<file path="src/rtl/yuv_chroma_subsampler_pkg.sv">
// Shared dtype codes and chroma-mode encodings for the YUV subsampler and
// the packers downstream of it.
package yuv_chroma_subsampler_pkg;

    localparam int DTYPE_WIDTH = 4;

    localparam logic [DTYPE_WIDTH-1:0] DT_PIXEL       = 4'h0;
    localparam logic [DTYPE_WIDTH-1:0] DT_FRAME_START = 4'h1;
    localparam logic [DTYPE_WIDTH-1:0] DT_FRAME_END   = 4'h2;
    localparam logic [DTYPE_WIDTH-1:0] DT_ROW_START   = 4'h3;
    localparam logic [DTYPE_WIDTH-1:0] DT_ROW_END     = 4'h4;

    typedef enum logic [1:0] {
        MODE_444  = 2'd0,
        MODE_422  = 2'd1,
        MODE_420  = 2'd2,
        MODE_MONO = 2'd3
    } yuv_mode_e;

    function automatic logic is_pixel(input logic [DTYPE_WIDTH-1:0] dt);
        return dt == DT_PIXEL;
    endfunction

endpackage

</file>
<file path="src/rtl/yuv_chroma_subsampler_chroma_avg2.sv">
// Combinational average of two chroma samples, round-half-up or truncating.
module chroma_avg2 #(
    parameter int PIXEL_WIDTH = 10,
    parameter int ROUND       = 1
) (
    input  logic [PIXEL_WIDTH-1:0] a,
    input  logic [PIXEL_WIDTH-1:0] b,
    output logic [PIXEL_WIDTH-1:0] avg
);

    // One extra bit holds the full sum, so max+max+1 cannot wrap.
    function automatic logic [PIXEL_WIDTH-1:0] avg_round(
        input logic [PIXEL_WIDTH-1:0] x,
        input logic [PIXEL_WIDTH-1:0] y
    );
        logic [PIXEL_WIDTH:0] sum;
        sum = {1'b0, x} + {1'b0, y} + {{PIXEL_WIDTH{1'b0}}, (ROUND != 0)};
        return sum[PIXEL_WIDTH:1];
    endfunction

    assign avg = avg_round(a, b);

endmodule

</file>
<file path="src/rtl/yuv_chroma_subsampler.sv">
// 4:4:4 YUV stream to luma plus horizontally averaged, optionally vertically
// decimated chroma (444/422/420/mono); fixed two-clock latency for every beat.
module yuv_chroma_subsampler
    import yuv_chroma_subsampler_pkg::*;
#(
    parameter int PIXEL_WIDTH = 10,
    parameter int DATA_WIDTH  = 16,
    parameter int MAX_COLS    = 1920,
    parameter int ROUND       = 1,
    localparam int COL_W      = $clog2(MAX_COLS + 1)
) (
    input  logic                   clk,
    input  logic                   resetb,
    input  logic [1:0]             mode,
    input  logic                   dvi,
    input  logic [DTYPE_WIDTH-1:0] dtypei,
    input  logic [DATA_WIDTH-1:0]  meta_datai,
    input  logic [PIXEL_WIDTH-1:0] yi,
    input  logic [PIXEL_WIDTH-1:0] ui,
    input  logic [PIXEL_WIDTH-1:0] vi,
    output logic                   dvo,
    output logic [DTYPE_WIDTH-1:0] dtypeo,
    output logic [DATA_WIDTH-1:0]  meta_datao,
    output logic [PIXEL_WIDTH-1:0] yo,
    output logic [PIXEL_WIDTH-1:0] uo,
    output logic [PIXEL_WIDTH-1:0] vo,
    output logic                   uv_valid,
    output logic [COL_W-1:0]       colo,
    output logic                   odd_width_err
);

    localparam logic [COL_W-1:0]       COL_MAX = COL_W'(MAX_COLS);
    localparam logic [PIXEL_WIDTH-1:0] UV_MID  = {1'b1, {(PIXEL_WIDTH-1){1'b0}}};

    yuv_mode_e              mode_shadow_q, mode_shadow_d;
    logic                   row_par_q, row_par_d;
    logic                   col_par_q, col_par_d;
    logic [COL_W-1:0]       col_q, col_d;
    logic                   err_q, err_d;
    logic                   vld_p1_q, vld_p1_d;
    logic                   pix_p1_q, pix_p1_d;

    logic [DTYPE_WIDTH-1:0] dtype_p1_q, dtype_p1_d;
    logic [DATA_WIDTH-1:0]  meta_p1_q, meta_p1_d;
    logic [PIXEL_WIDTH-1:0] y_p1_q, y_p1_d;
    logic [PIXEL_WIDTH-1:0] u_p1_q, u_p1_d;
    logic [PIXEL_WIDTH-1:0] v_p1_q, v_p1_d;
    logic [COL_W-1:0]       col_p1_q, col_p1_d;
    logic                   col_par_p1_q, col_par_p1_d;
    logic                   row_par_p1_q, row_par_p1_d;
    yuv_mode_e              mode_p1_q, mode_p1_d;

    logic                   dvo_q, dvo_d;
    logic [DTYPE_WIDTH-1:0] dtypeo_q, dtypeo_d;
    logic [DATA_WIDTH-1:0]  metao_q, metao_d;
    logic [PIXEL_WIDTH-1:0] yo_q, yo_d;
    logic [PIXEL_WIDTH-1:0] uo_q, uo_d;
    logic [PIXEL_WIDTH-1:0] vo_q, vo_d;
    logic                   uv_valid_q, uv_valid_d;
    logic [COL_W-1:0]       colo_q, colo_d;
    logic                   err_o_q, err_o_d;
    logic [PIXEL_WIDTH-1:0] u_stash_q, u_stash_d;
    logic [PIXEL_WIDTH-1:0] v_stash_q, v_stash_d;

    logic [PIXEL_WIDTH-1:0] u_avg, v_avg;

    chroma_avg2 #(.PIXEL_WIDTH(PIXEL_WIDTH), .ROUND(ROUND)) u_avg2 (
        .a   (u_stash_q),
        .b   (u_p1_q),
        .avg (u_avg)
    );

    chroma_avg2 #(.PIXEL_WIDTH(PIXEL_WIDTH), .ROUND(ROUND)) v_avg2 (
        .a   (v_stash_q),
        .b   (v_p1_q),
        .avg (v_avg)
    );

    // Stage 1: register the beat, tagging pixels with the position/mode they belong to
    always_comb begin
        mode_shadow_d = mode_shadow_q;
        row_par_d     = row_par_q;
        col_par_d     = col_par_q;
        col_d         = col_q;
        err_d         = err_q;
        vld_p1_d      = dvi;
        pix_p1_d      = dvi && is_pixel(dtypei);
        dtype_p1_d    = dtypei;
        meta_p1_d     = meta_datai;
        y_p1_d        = yi;
        u_p1_d        = ui;
        v_p1_d        = vi;
        col_p1_d      = col_q;
        col_par_p1_d  = col_par_q;
        row_par_p1_d  = row_par_q;
        mode_p1_d     = mode_shadow_q;
        if (dvi) begin
            if (dtypei == DT_FRAME_START) begin
                mode_shadow_d = yuv_mode_e'(mode);
                row_par_d     = 1'b0;
                err_d         = 1'b0;
            end else if (dtypei == DT_ROW_START) begin
                col_d     = '0;
                col_par_d = 1'b0;
            end else if (dtypei == DT_ROW_END) begin
                if (col_par_q && (mode_shadow_q == MODE_422 || mode_shadow_q == MODE_420))
                    err_d = 1'b1;
                row_par_d = ~row_par_q;
            end else if (is_pixel(dtypei)) begin
                if (col_q != COL_MAX)
                    col_d = col_q + COL_W'(1);
                col_par_d = ~col_par_q;
            end
        end
    end

    always_ff @(posedge clk) begin
        if (!resetb) begin
            mode_shadow_q <= MODE_444;
            row_par_q     <= 1'b0;
            col_par_q     <= 1'b0;
            col_q         <= '0;
            err_q         <= 1'b0;
            vld_p1_q      <= 1'b0;
            pix_p1_q      <= 1'b0;
        end else begin
            mode_shadow_q <= mode_shadow_d;
            row_par_q     <= row_par_d;
            col_par_q     <= col_par_d;
            col_q         <= col_d;
            err_q         <= err_d;
            vld_p1_q      <= vld_p1_d;
            pix_p1_q      <= pix_p1_d;
        end
    end

    always_ff @(posedge clk) begin
        dtype_p1_q   <= dtype_p1_d;
        meta_p1_q    <= meta_p1_d;
        y_p1_q       <= y_p1_d;
        u_p1_q       <= u_p1_d;
        v_p1_q       <= v_p1_d;
        col_p1_q     <= col_p1_d;
        col_par_p1_q <= col_par_p1_d;
        row_par_p1_q <= row_par_p1_d;
        mode_p1_q    <= mode_p1_d;
    end

    // Stage 2: produce luma/chroma; even columns stash, odd columns emit the average
    always_comb begin
        dvo_d      = vld_p1_q;
        dtypeo_d   = dtypeo_q;
        metao_d    = metao_q;
        yo_d       = yo_q;
        uo_d       = uo_q;
        vo_d       = vo_q;
        uv_valid_d = 1'b0;
        colo_d     = colo_q;
        err_o_d    = err_q;
        u_stash_d  = u_stash_q;
        v_stash_d  = v_stash_q;
        if (vld_p1_q) begin
            dtypeo_d = dtype_p1_q;
            metao_d  = meta_p1_q;
            if (pix_p1_q) begin
                yo_d   = y_p1_q;
                colo_d = col_p1_q;
                case (mode_p1_q)
                    MODE_444: begin
                        uo_d       = u_p1_q;
                        vo_d       = v_p1_q;
                        uv_valid_d = 1'b1;
                    end
                    MODE_422, MODE_420: begin
                        if (mode_p1_q == MODE_422 || !row_par_p1_q) begin
                            if (!col_par_p1_q) begin
                                u_stash_d = u_p1_q;
                                v_stash_d = v_p1_q;
                            end else begin
                                uo_d       = u_avg;
                                vo_d       = v_avg;
                                uv_valid_d = 1'b1;
                            end
                        end
                    end
                    default: begin
                        uo_d = UV_MID;
                        vo_d = UV_MID;
                    end
                endcase
            end else if (dtype_p1_q == DT_ROW_START) begin
                u_stash_d = '0;
                v_stash_d = '0;
            end
        end
    end

    always_ff @(posedge clk) begin
        if (!resetb) begin
            dvo_q      <= 1'b0;
            dtypeo_q   <= '0;
            metao_q    <= '0;
            yo_q       <= '0;
            uo_q       <= '0;
            vo_q       <= '0;
            uv_valid_q <= 1'b0;
            colo_q     <= '0;
            err_o_q    <= 1'b0;
            u_stash_q  <= '0;
            v_stash_q  <= '0;
        end else begin
            dvo_q      <= dvo_d;
            dtypeo_q   <= dtypeo_d;
            metao_q    <= metao_d;
            yo_q       <= yo_d;
            uo_q       <= uo_d;
            vo_q       <= vo_d;
            uv_valid_q <= uv_valid_d;
            colo_q     <= colo_d;
            err_o_q    <= err_o_d;
            u_stash_q  <= u_stash_d;
            v_stash_q  <= v_stash_d;
        end
    end

    assign dvo           = dvo_q;
    assign dtypeo        = dtypeo_q;
    assign meta_datao    = metao_q;
    assign yo            = yo_q;
    assign uo            = uo_q;
    assign vo            = vo_q;
    assign uv_valid      = uv_valid_q;
    assign colo          = colo_q;
    assign odd_width_err = err_o_q;

endmodule

</file>
<file path="config.mk">
export PLATFORM = sky130hd
export DESIGN_NAME = yuv_chroma_subsampler
export DESIGN_NICKNAME = d
export VERILOG_FILES = /design/src/rtl/yuv_chroma_subsampler_pkg.sv /design/src/rtl/yuv_chroma_subsampler_chroma_avg2.sv /design/src/rtl/yuv_chroma_subsampler.sv
export SDC_FILE = /design/constraint.sdc
export NUM_CORES = 1
export LEC_CHECK = 0
export CAP_MARGIN = 0
export CELL_PAD_IN_SITES_DETAIL_PLACEMENT = 1
export CELL_PAD_IN_SITES_GLOBAL_PLACEMENT = 2
export CORE_MARGIN = 4
export CORE_UTILIZATION = 29
export DETAILED_ROUTE_END_ITERATION = 8
export PLACE_DENSITY = 0.79
export SYNTH_ARGS = -nofsm -noshare
export SYNTH_HDL_FRONTEND = slang
export SYNTH_SLANG_ARGS = --single-unit
</file>
<file path="constraint.sdc">
create_clock -name clk -period 2.1 [get_ports clk]
set_input_delay 0.315 -clock clk [delete_from_list [all_inputs] [get_ports clk]]
set_output_delay 0.315 -clock clk [all_outputs]
set_load 0.01 [all_outputs]
</file>
---- Word-level counts from Yosys, hierarchy flattened ----
Cells that the tools add are included.
storage, ports and cells
  bits in registers ....................... 167
  output and inout bits ................... 64
  input bits .............................. 55
  logic and storage cells ................. 105
operators by class
  add/sub/neg operators ................... 5
  equality and inequality tests ........... 16
  bitwise logic cells ..................... 3
  muxes and demuxes ....................... 32
  reductions and logical operators ........ 22
operator list
  cell                                                    count
  two-way mux 10 bit                                      13
  two-way mux 11 bit                                      4
  case mux 10 bit (2 select lines)                        2
  adder 11 x 1 -> 11 bit (second input constant)          3
  adder 10 x 10 -> 11 bit                                 2
  two-way mux 1 bit                                       12
  AND reduction 4 bit                                     3
  inequality test 11 bit (second input constant)          1
  inequality test 2 bit (second input constant)           5
  AND reduction 5 bit                                     2
  nonzero test 2 bit                                      5
  equality test 4 x 2 -> 1 bit (second input constant)    2
  AND reduction 3 bit                                     2
  equality test 2 x 1 -> 1 bit (second input constant)    2
  equality test 2 bit (second input constant)             2
  equality test 4 x 1 -> 1 bit (second input constant)    1
  equality test 4 x 3 -> 1 bit (second input constant)    1
  logical NOT 4 bit                                       1
  inequality test 2 x 1 -> 1 bit (second input constant)  2
  AND reduction 2 bit                                     2
  NOT 1 bit                                               3
  logical AND 1 bit                                       2
  logical NOT 2 bit                                       1
  logical OR 1 bit                                        2
  3 further kinds                                         3

---- Depth between registers and ports, before layout ----
Gate-level depths: netlist (run 1).
  word-level depth ........................ 7
  mapped depth ............................ 9

---- Hierarchy ----
A second synthesis (run 1) with hierarchy kept.
unflattened totals
  cells, all modules ...................... 684
  area total of the unflattened synthesis .. 6715.2 um2
modules (own cells, without submodules)
  module                 area an instance (um2)  cells an instance  sequential area each (um2)  times used
  yuv_chroma_subsampler  5886.9                  572                3343.2                      1
  chroma_avg2            414.1                   56                 0.0                         2

---- Worst setup path before layout (run 1) ----
No wires, ideal clock.
  kind .................................... reg2reg
  from .................................... register v_stash_q[0]
  to ...................................... register vo_q[9] (netlist: vo[9])
  clock period less this slack ............ 1.976 ns
  path buffers ............................ 0
  data arrival time ....................... 1.843 ns
  cell stages (with the launch flop) ...... 9
  slack ................................... 0.124 ns
  data required time ...................... 1.968 ns
  cell sequence ........................... dfxtp_1 -> or2_2 -> fa_1 -> a211oi_1 -> o21bai_1 -> a21oi_1 -> o21ai_0 -> a21oi_1 -> nor4_1
between the ends
  cells in the longest elaborated chain, start to end .. 5
ends and longest elaborated chain
  item                              line                                     text
  from (decl)                       yuv_chroma_subsampler.sv:63              logic [PIXEL_WIDTH-1:0] v_stash_q, v_stash_d;
  from (signal assigned)            yuv_chroma_subsampler.sv:222             v_stash_q <= v_stash_d;
  adder 10 x 10 -> 11 bit           yuv_chroma_subsampler_chroma_avg2.sv:17  sum = {1'b0, x} + {1'b0, y} + {{PIXEL_WIDTH{1'b0}}, (ROUND != 0)};
  adder 11 x 1 -> 11 bit            yuv_chroma_subsampler_chroma_avg2.sv:17
  two-way mux 10 bit                yuv_chroma_subsampler.sv:176             if (!col_par_p1_q) begin
  two-way mux 10 bit                yuv_chroma_subsampler.sv:175             if (mode_p1_q == MODE_422 || !row_par_p1_q) begin
  case mux 10 bit (2 select lines)  yuv_chroma_subsampler.sv:168             case (mode_p1_q)
  to (signal assigned)              yuv_chroma_subsampler.sv:217             vo_q <= vo_d;
  to (decl)                         yuv_chroma_subsampler.sv:58              logic [PIXEL_WIDTH-1:0] vo_q, vo_d;
Every way passes these cells. The select of a mux whose other input is x is not followed.
A chain may end at the register's enable or synchronous reset.

---- Worst setup path in the final report (run 1) ----
  from .................................... register v_p1_q[2]
  to ...................................... register vo_q[8] (netlist: vo[8])
between the ends
  cells in the longest elaborated chain, start to end .. 5
ends and longest elaborated chain
  item                              line                                     text
  from (decl)                       yuv_chroma_subsampler.sv:47              logic [PIXEL_WIDTH-1:0] v_p1_q, v_p1_d;
  from (signal assigned)            yuv_chroma_subsampler.sv:142             v_p1_q <= v_p1_d;
  adder 10 x 10 -> 11 bit           yuv_chroma_subsampler_chroma_avg2.sv:17
  adder 11 x 1 -> 11 bit            yuv_chroma_subsampler_chroma_avg2.sv:17
  two-way mux 10 bit                yuv_chroma_subsampler.sv:176
  two-way mux 10 bit                yuv_chroma_subsampler.sv:175
  case mux 10 bit (2 select lines)  yuv_chroma_subsampler.sv:168
Every way passes these cells. The select of a mux whose other input is x is not followed.

==> flow_metrics.tcl, run 1 <==
set metrics [dict create \
    synth.most_common_cell "dfxtp_1" \
    netlist_area_mm2 0.00610 \
    grt_max_degree 35 \
    final_cells 1032 \
    fmax_ghz 0.510 \
    die_height_um 153 \
    hold_viol_final 0 \
    final_area_mm2 0.00832 \
    grtUsageTotal_pct 14.3 \
    cts_buffers 17 \
    synth_ff_type "dfxtp_1" \
    fp.coreArea_mm2 0.0205 \
    drive_above_1_share_pct 9.84 \
    portBuffers 118 \
    gp_congestion 0.813 \
    dr.pass1.iters 4 \
    cp-end-kind "register" \
    rows 52 \
    worstHoldPathType "in2reg" \
    cts_root_buf "clkbuf_16" \
    power_density_mw_per_mm2 830 \
    vdd_drop_max_mv 0.409 \
    htree_levels 4 \
    placed_cell_area_mm2 0.00769 \
    cts_hold_buf 0 \
    preCtsSetupSlack_ns -0.0256 \
    crit-reg2reg-launch "v_p1_q[2]" \
    leakagePower_uw 0.00319 \
    fin_util_pct 40.6 \
    via_per_inst 4.69 \
    cts_num_sinks 167 \
    worstSetupStartpoint "v_p1_q[2]" \
    clk_pin_slew_ns 0.07 \
    worstSetupPathType "reg2reg" \
    dp_hpwl_um 12000 \
    post-cts-setup-buffer-count 0 \
    synth-seq-cells 167 \
    worstReg2RegEnd "vo[8]" \
    yosysTopAreaCellShare_pct 54.8 \
    synth_cell_types 56 \
    tritoncts "yes" \
    clock_path_buffers 2 \
    netlist_top_cells_count "dfxtp_1 (167), nor2_1 (72), nand2_1 (61), a21oi_1 (54)" \
    finalMaxSlewViolations 0 \
    setup_slack_ns 0.140 \
    grt_pass1_vias 5377 \
    vias 4837 \
    dieArea_mm2 0.0234 \
    ff2ff_setup_slack_ns 0.14 \
    clkLatencyLatePin_ns 0.43 \
    die_x_um 153 \
    avgSynthCellArea_um2 9.87 \
    drtIter0Drc 193 \
    fillers 2267 \
    finalCritPeriodShare_pct 93.3 \
    critPathRequiredTime_ns 2.41 \
    diodes 0 \
    finalSetupViolCount 0 \
    postRouteWirelength_um 16500 \
    drv_cap 0 \
    crit_path_end "vo[8]" \
    ioPinCount 119 \
    nNetsFinal 829 \
    grt_pass1_wl_um 27300 \
    path_max_fanout 5 \
    rsz0062_at_grt "false" \
    start_kind "register" \
    synth.area.top_cells "dfxtp_1 (55%), ha_1 (4.7%), a21oi_1 (4.4%)" \
    syn_to_final_growth_pct 36.3 \
    syn_nets 698 \
    dp.cells 1000 \
    routedWlPerCell_um 16.0 \
    synthCells 618 \
    drc_errors 0 \
    clock_skew_ns 0.00818 \
    whs_ns 0.324 \
    max_slew_margin_pct 64.4 \
    ant_nets 0 \
    synth_top_cell_by_area "dfxtp_1" \
    synth-edff-count 0 \
    worstPathArrival_ns 2.27 \
    grt_overflow 0 \
    r2r_cells 8 \
    antenna_found_initial 0 \
    fin_crit_ns 1.96 \
    initial_core_util_pct 29.8 \
    postSynth.asyncResetShare_pct 0 \
    worst_pin_slew_ns 0.527 \
    ys_seq_area_share_pct 54.8 \
    yosysWarnings 0 \
    status "complete, no violations" \
]
[logic make-up (layout without fill, tap and decap cells)]
| logic type | Yosys count | count (layout) | share of synthesized area, % |
|---|---|---|---|
| mux | 26 | 26 | 4.29 |
| fa+ha+maj | 25 | 25 | 5.37 |
| simple gates | 200 | 200 | 15.2 |
| flops | 167 | 167 | 54.8 |
| xor+xnor | 24 | 24 | 3.57 |
| compound gates | 132 | 132 | 13.7 |
| buf+inv | 44 | 188 | 3.10 |
[state kept, by name, indices dropped and copies added (netlist names), 2 cells and up]
| register | cells |
|---|---|
| meta_p1_q | 16 |
| u_stash_q | 10 |
| v_p1_q | 10 |
| mode_p1_q | 2 |
| y_p1_q | 10 |
| v_stash_q | 10 |
| dtypeo | 4 |
| col_p1_d | 11 |
| vo | 10 |
| colo | 11 |
| meta_datao | 16 |
| col_p1_q | 11 |
| dtype_p1_q | 4 |
| uo | 10 |
| mode_p1_d | 2 |
| yo | 10 |
| u_p1_q | 10 |
[through the flow]
stage                     TNS [ns]  power [uW]
final                            0        6900
after global routing             0        7180
after CTS                        0        7010
after detailed placement   -0.0256        3760
after global placement           0        3750
after floorplan                  0        3540
[area by class of cell]
| class | count | area [um^2] | share of cell area, % |
|---|---|---|---|
| Timing Repair Buffer | 144 | 1390 | 16.7 |
| Clock buffer | 22 | 464 | 5.58 |
| Tap cell | 270 | 338 | 4.06 |
| Clock inverter | 10 | 145 | 1.75 |
| Inverter | 12 | 45.0 | 0.542 |
| Multi-Input combinational cell | 407 | 2590 | 31.2 |
| Sequential cell | 167 | 3340 | 40.2 |
[timing repair]
item | CTS | global route
pin swaps | 0 | 5
endpoints found under the setup margin | 1 | 6
gates resized for setup | 1 | 6
[layer usage]
metal / share of wire [%] / wire (um) / GRT usage [%]
met3: 4.5 / 745 / 4.50
met4: 1.3 / 216 / 4.84
met2: 49 / 8030 / 24.5
met5: 0 / 0 / 0
met1: 46 / 7510 / 17.1
[placed cells by master, fill, tap and decap left out, types with 5 or more instances in the layout]
cell / count
clkdlybuf4s50_1: 118
a22oi_1: 25
inv_1: 11
dfxtp_1: 167
mux2i_1: 25
xor2_1: 18
a21o_1: 5
nand3_1: 7
and3_1: 10
o21ai_0: 11
a31oi_1: 5
a21oi_1: 53
ha_1: 23
nand2b_1: 8
buf_4: 25
nor3_1: 13
clkbuf_16: 17
and2_1: 6
nand2_1: 61
xnor2_1: 5
nor2_1: 72
o22ai_1: 9
[worst max-delay path: stages, from the launching register on]
cell	delay, ns
dfxtp_1	0.34
ha_1	0.39
a21oi_1	0.21
a21oi_1	0.13
o31ai_1	0.27
buf_4	0.18
nor3_1	0.05
a41oi_1	0.18
o21ai_0	0.10
[worst min path at each step]
stage                         from             to  depth (start not counted)
global placement      row_par_p1_d   row_par_p1_q                          0
floorplan                dtypei[0]  dtype_p1_q[0]                          0
detailed placement    mode_p1_d[1]   mode_p1_q[1]                          0
global route        meta_datai[15]  meta_p1_q[15]                          1
CTS                          vi[6]      v_p1_q[6]                          1
finish                       vi[6]      v_p1_q[6]                          1
[power breakdown]
group          internal [uW]  total (uW)  switching, uW
combinational            217         395            178
clock                   1940        3210           1270
sequential              3250        3300           48.5
total                   5410        6900           1500
(Power assumes the default switching activity.)
==> inputs of run 2 (changes only) <==
- GPL_TIMING_DRIVEN: not set -> 0
- clock period: 2.1 -> 1.65 ns (I/O delays scaled with it)
==> run 2 against run 1 <==
The run now ends with negative setup slack left. Clock power increased by 21%. Wire length increased by 19%. Sequential share of layout area decreased by 3.9 points. Setup slack got worse by 0.43 ns. Via count increased by 7.6%. Final area increased by 13%. Utilization increased by 5.2 points. Largest cell class unchanged. Highest routed layer unchanged.
==> flow_metrics.tcl, run 2 (synthesis results as in run 1) <==
set metrics [dict create \
    status "finished with violations" \
    violations "negative setup slack" \
    dp_hpwl_um 12600 \
    worstHoldPathType "in2reg" \
    ant_nets 0 \
    clock_skew_ns 0.00854 \
    final_area_mm2 0.00937 \
    die_height_um 153 \
    grt_pass1_vias 5545 \
    multi_input_area_mm2 0.00319 \
    drv_cap 0 \
    syn_to_final_growth_pct 53.6 \
    p_total_uw 8710 \
    worst_pin_slew_ns 0.753 \
    dieArea_mm2 0.0234 \
    initial_core_util_pct 29.8 \
    nNetsFinal 877 \
    rows 52 \
    setup_slack_ns -0.291 \
    htree_levels 4 \
    preCtsSetupSlack_ns -0.508 \
    drc_errors 0 \
    leakagePower_uw 0.00355 \
    cp-end-kind "register" \
    grt_pass1_wl_um 29800 \
    power_density_mw_per_mm2 930 \
    cp_slowest_cell "fa_2" \
    vdd_drop_max_mv 0.646 \
    ioPinCount 119 \
    final_common_cell "dfxtp_1" \
    crit_chain "or2_4 > fa_2 > a211oi_4 > o21ai_1 > a31oi_1 > xor2_1 > o22ai_1" \
    cts_buffers 17 \
    fin_crit_ns 1.94 \
    start_kind "register" \
    finalSetupViolCount 18 \
    routedWlPerCell_um 18.2 \
    final_cells 1081 \
    clk_pin_slew_ns 0.07 \
    hold_viol_final 0 \
    antenna_found_initial 1 \
    worstSetupPathType "reg2reg" \
    clkLatencyLatePin_ns 0.43 \
    postRouteWirelength_um 19700 \
    fmax_ghz 0.515 \
    max_stage_delay_ns 0.37 \
    tritoncts "yes" \
    portBuffers 117 \
    grt_max_degree 17 \
    rsz0062_at_grt "true" \
    die_x_um 153 \
    finalCritPeriodShare_pct 118 \
    path_max_fanout 2 \
    placed_cell_area_mm2 0.00765 \
    cts_num_sinks 167 \
    finalMaxSlewViolations 0 \
    max_slew_margin_pct 49.8 \
    drtIter0Drc 217 \
    vias 5206 \
    clock_path_buffers 2 \
    dr.pass1.iters 4 \
    cts_root_buf "clkbuf_16" \
    gp_congestion 0.816 \
    grtUsageTotal_pct 15.9 \
    critPathRequiredTime_ns 1.93 \
    dp.cells 1005 \
    seq_area_mm2 0.00340 \
    layout_common_cells "dfxtp_1 (140), clkdlybuf4s50_1 (113), nor2_1 (70)" \
    drive_above_1_share_pct 28.3 \
    grt_overflow 0 \
    via_per_inst 4.82 \
    finalSetupTns_ns -1.77 \
    worstPathArrival_ns 2.22 \
    fillers 2227 \
    fp.coreArea_mm2 0.0205 \
]
## run 2: cell count changes in the layout (fill, tap and decap cells not counted), moves of 13 or more
| cell | previous run | this run |
|---|---|---|
| a22oi_1 | 25 | 2 |
| ha_1 | 23 | 9 |
| dfxtp_2 | 0 | 16 |
| dfxtp_1 | 167 | 140 |
| a21oi_1 | 53 | 40 |
| a22oi_2 | 0 | 23 |
## run 2: per-layer routing
metal  up-vias  track usage, %  wire (um)
met1      2547            19.0       8480
met4         0            5.05        369
met5         -               0          0
met3        28            5.00       1020
li1       2499               -          -
met2       132            27.1       9830
## run 2: final timing paths
path | start | end | slack [ns] | cells past startpoint
setup / recovery | v_p1_q[0] | vo[7] | -0.29 | 7
hold / removal | dtypei[1] | dtype_p1_q[1] | 0.11 | 1
setup reg to reg | v_p1_q[0] | vo[7] | -0.29 | 7
hold reg to reg | mode_p1_d[0] | mode_p1_q[0] | 0.38 | 0
## run 2: area by class of cell
type                            instances  share of cell area [%]
Antenna cell                            1                  0.0267
Sequential cell                       167                    36.3
Buffer                                 32                    2.71
Multi-Input combinational cell        407                    34.1
Clock buffer                           18                    4.69
Tap cell                              270                    3.60
Clock inverter                         14                    1.48
Inverter                               12                   0.561
Timing Repair Buffer                  160                    16.5
## run 2: through the flow
step | util [%] | hold WS [ns]
6_report | 45.7 | 0.107
5_1_grt | 45.7 | 0.0935
4_1_cts | 43.3 | 0.228
3_5_place_dp | 37.3 | 0.375
3_3_place_gp | 37.3 | 0.365
2_1_floorplan | - | 0.275
## run 2: worst max-delay path, delay by kind of cell, from the launching register on
| kind | cells | cell delay (ns) |
|---|---|---|
| compound gates | 4 | 0.67 |
| xor+xnor | 1 | 0.19 |
| simple gates | 1 | 0.23 |
| fa+ha+maj | 1 | 0.37 |
| flops | 1 | 0.35 |
## run 2: power by group
part | leakage, uW | switching, uW | internal, uW
combinational | 0.00189 | 283 | 333
sequential | 0.00138 | 73.2 | 4120
clock | 0.000288 | 1740 | 2160
## run 2: what timing repair did
item | CTS | global route
hold buffers | 0 | 1
gates cloned | 3 | 1
hold endpoints to repair | 0 | 1
resized for setup | 118 | 90
endpoints found under the setup margin | 48 | 53
pin swaps | 41 | 47
buffers inserted | 20 | 18
